**config.mk**
```make
export PLATFORM = sky130hd
export DESIGN_NAME = bht_predictor
export DESIGN_NICKNAME = d
export VERILOG_FILES = /design/src/rtl/bht_pkg.sv /design/src/rtl/bht_predictor.sv
export SDC_FILE = /design/constraint.sdc
export NUM_CORES = 1
export LEC_CHECK = 0
export CORE_ASPECT_RATIO = 1.5
export CORE_UTILIZATION = 38
export DETAILED_ROUTE_END_ITERATION = 8
export SLEW_MARGIN = 10
export SYNTH_ARGS = -nofsm -noshare
export SYNTH_HDL_FRONTEND = slang
export SYNTH_SLANG_ARGS = --single-unit
```
**constraint.sdc**
```tcl
create_clock -name clk -period 12.8 [get_ports clk]
set_clock_uncertainty 0.2 [all_clocks]
set_input_delay 2.56 -clock clk [delete_from_list [all_inputs] [get_ports clk]]
set_output_delay 2.56 -clock clk [all_outputs]
set_load 0.03 [all_outputs]
```
**src/rtl/bht_pkg.sv**
```systemverilog
// Shared definitions for the branch history table: 2-bit counter encodings
// and the saturating train step used by every table entry.
package bht_pkg;

    localparam logic [1:0] SNT = 2'b00;
    localparam logic [1:0] WNT = 2'b01;
    localparam logic [1:0] WT  = 2'b10;
    localparam logic [1:0] ST  = 2'b11;

    localparam logic [1:0] BHT_RESET_STATE = WNT;

    // Move one step toward the observed direction, sticking at either end.
    function automatic logic [1:0] sat2_next(input logic [1:0] state, input logic taken);
        logic [1:0] result;
        result = state;
        if (taken) begin
            if (state != ST) result = state + 2'b01;
        end else begin
            if (state != SNT) result = state - 2'b01;
        end
        return result;
    endfunction

endpackage

```
**src/rtl/bht_predictor.sv**
```systemverilog
// Branch history table: 2^IDX_W saturating 2-bit counters indexed by word PC,
// one-cycle registered prediction, same-cycle training, mispredict counter.
module bht_predictor
    import bht_pkg::*;
#(
    parameter int IDX_W = 8,
    parameter int PC_W  = 32
) (
    input  logic            clk,
    input  logic            reset,
    input  logic            enable,
    input  logic            query_valid,
    input  logic [PC_W-1:0] query_pc,
    output logic            pred_valid,
    output logic            pred_taken,
    output logic [PC_W-1:0] pred_pc,
    input  logic            upd_valid,
    input  logic [PC_W-1:0] upd_pc,
    input  logic            upd_taken,
    input  logic            upd_mispredict,
    output logic [31:0]     mispredict_cnt
);

    localparam int DEPTH = 1 << IDX_W;

    logic [1:0]       bht_q [DEPTH];
    logic [IDX_W-1:0] q_idx;
    logic [IDX_W-1:0] u_idx;

    logic             pred_valid_q, pred_valid_d;
    logic             pred_taken_q, pred_taken_d;
    logic [PC_W-1:0]  pred_pc_q, pred_pc_d;
    logic [31:0]      cnt_q, cnt_d;
    logic [1:0]       upd_state_d;

    assign q_idx = query_pc[IDX_W+1:2];
    assign u_idx = upd_pc[IDX_W+1:2];

    // The prediction reads the pre-update entry; there is deliberately no bypass.
    always_comb begin
        pred_valid_d = query_valid;
        pred_taken_d = query_valid & bht_q[q_idx][1];
        pred_pc_d    = query_pc;
        cnt_d        = cnt_q + 32'(upd_valid & upd_mispredict);
        upd_state_d  = sat2_next(bht_q[u_idx], upd_taken);
    end

    always_ff @(posedge clk) begin
        if (reset) begin
            for (int i = 0; i < DEPTH; i++) begin
                bht_q[i] <= BHT_RESET_STATE;
            end
            pred_valid_q <= 1'b0;
            pred_taken_q <= 1'b0;
            pred_pc_q    <= '0;
            cnt_q        <= '0;
        end else if (enable) begin
            pred_valid_q <= pred_valid_d;
            pred_taken_q <= pred_taken_d;
            pred_pc_q    <= pred_pc_d;
            cnt_q        <= cnt_d;
            if (upd_valid) begin
                bht_q[u_idx] <= upd_state_d;
            end
        end
    end

    assign pred_valid     = pred_valid_q;
    assign pred_taken     = pred_taken_q;
    assign pred_pc        = pred_pc_q;
    assign mispredict_cnt = cnt_q;

endmodule

```
==> out/metrics.yaml <==
outcome: "finished, final reports clean"
max_slew.worst_pin.slew_ns: 1.24
synth-seq-cells: 578
wl_um: 106000
drc: 0
synth-edff-count: 512
slew_violations: 0
clk_latency_ns: 0.66
clockBufferDepth: 3
grt_pass1_wl_um: 155000
drive_above_1_share_pct: 17.6
wl_per_cell_um: 30.2
root_buffer: "clkbuf_16"
design.die.area_sq_mm: 0.0848
antenna_found_initial: 4
gr-usage-met1_pct: 29.2
period_needed_ns: 8.28
yosys-top-cells-count: "512 x edfxtp_1, 201 x o211ai_1, 200 x a211oi_1, 197 x a21o_1, 193 x mux4_2"
arrival_ns: 8.41
start_util_pct: 38.5
vias: 22700
clk_pin_slew_ns: 0.06
syn_inst: 2450
die_w_um: 238
seq_area_frac_synth_pct: 52.5
dr.pass1.iters: 6
ant_nets: 0
power-per-cell-area_mw_per_mm2: 125
dieHeight_um: 356
io_pins: 137
via_per_inst: 6.46
critPathRequiredTime_ns: 12.93
grt_max_degree: 191
finalNetCount: 2426
critPathKind: "primary input to flop"
fin_ws_ns: 4.52
place_congestion: 0.907
synthTopCellsByArea: "edfxtp_1 48%, mux4_2 14%, o211ai_1 4.7%"
crit_fanout: 101
hp-class: "flop to flop"
p_leak_nw: 11.3
holdPathStages: 2
hold_viol_final: 0
cts_tree: "yes"
core-area_sq_mm: 0.0826
post-route-period-util_pct: 64.7
synth.most_common_cell: "edfxtp_1"
cts.sinks: 578
cts_hold_buf: 0
ir_drop_v: 0.000110
netlist-cell-type-count: 63
htree_levels: 2
grt_use_met2_pct: 41.4
cts_buffers: 55
io_buffer_count: 112
cp-start-kind: "primary input"
synth_ff_type: "edfxtp_1"
placedCellCount: 3409
relSlewSlack_pct: 17.4
syn_avg_cell_area_sq_um: 13.0
max_freq_ghz: 0.121
use_met3_pct: 4.66
rsz0062_at_grt: "false"
grt.total_usage_pct: 24.9
overflow: 0
synthArstFlopShare_pct: 0
dp_hpwl_um: 64800
synth_nets: 2523
post-cts-setup-buffers: 0
num-fill-cells: 7605
row_count: 129
netlist_area_sq_mm: 0.0318
setup_tns_ns: 0
stdcell_count: 3515
cts_resized: 0
cp-end-kind: "flop"
setup_viol: 0
maxCapViolCount: 0
grt-busiest-layer: "met2"
yosys_warnings: 0
place_ws_ns: 4.01
grt_pass1_vias: 23000
syn_to_final_growth_pct: 10.8
synth_top_area_share_pct: 48.4
yosysTopAreaCell: "edfxtp_1"
drt_iter0_drc: 2524
rr_worst_depth: 9
## report_power, final
| group | leakage, nW | internal [mW] | switching [mW] |
|---|---|---|---|
| logic | 5.28 | 0.168 | 0.403 |
| clock network | 0.880 | 0.948 | 0.766 |
| registers | 5.15 | 2.09 | 0.0200 |
| total | 11.3 | 3.20 | 1.19 |
## cell type report
cell class	count	area (sq um)	area share [%]
Antenna cell	2	5.00	0.0142
Clock buffer	67	1440	4.10
Clock inverter	37	392	1.11
Inverter	5	18.8	0.0533
Multi-Input combinational cell	1535	13600	38.7
Sequential cell	578	16700	47.4
Tap cell	1113	1390	3.96
Timing Repair Buffer	178	1640	4.66
## flip-flops by register name, summed over array words and instances (netlist names)
name            cells
pred_taken          1
pred_valid          1
mispredict_cnt     32
bht_q             512
pred_pc            32
## per-layer routing
layer	part of all wire, %	routed length (um)	vias up
met5	0.044	47	-
met4	7.6	8110	8
met3	8.8	9310	331
met2	49	52100	1305
met1	35	36700	11500
li1	-	-	9566
## metrics by stage
stage	util, %	power, mW	cell area, sq um	hold WS [ns]
after floorplan	-	2.53	31800	0.399
after global placement	40.3	2.69	33300	0.263
after detailed placement	40.3	2.71	33300	0.265
after CTS	42.6	4.40	35200	0.275
after global routing	42.6	4.50	35200	0.311
final	42.6	4.39	35200	0.271
## cell usage in the layout, fill, tap and decap left out, types with 24 or more instances in the layout
master,n
a211oi_1,200
o21bai_1,35
nand2b_1,44
or2_2,32
mux4_2,193
a21oi_1,45
clkbuf_16,56
a21o_1,197
clkdlybuf4s50_1,103
xor2_1,24
nor2_1,117
buf_4,66
nand2_1,110
edfxtp_1,512
mux2i_1,105
nand3_1,25
dfxtp_1,66
o211ai_1,201
o21ai_0,29
a21boi_0,25
## worst max-delay path, stage by stage
cell and delay (ns):
buf_6 0.63, buf_4 0.71, nor2_1 0.32, buf_4 0.31
a22oi_1 0.19, a21oi_1 0.09, o41ai_1 0.88, a31oi_1 0.21
and4_1 0.31, a31oi_4 0.70, buf_4 1.00, o21ai_0 0.23
## kinds of logic after synthesis
logic type / after synthesis / synth area share [%]
buffers and inverters: 337 / 5.08
muxes: 303 / 17.2
adders and majority gates: 2 / 0.0787
xor gates and xnor gates: 29 / 0.799
DFF: 578 / 52.5
and+or+nand+nor: 412 / 6.08
AOI/OAI and AO/OA: 789 / 18.3
## path summary, 6_finish.rpt
path	start	endpoint	slack, ns
worst min register to register	pred_valid$_SDFFE_PP0P_	pred_valid$_SDFFE_PP0P_	0.27
worst max register to register	bht_q[77][1]$_SDFFCE_PN0P_	bht_q[159][0]$_SDFFCE_PN1P_	7.63
worst max-delay path	upd_pc[2]	bht_q[159][0]$_SDFFCE_PN1P_	4.52
worst min-delay path	pred_valid$_SDFFE_PP0P_	pred_valid$_SDFFE_PP0P_	0.27
Power figures use the tool's default switching activity.
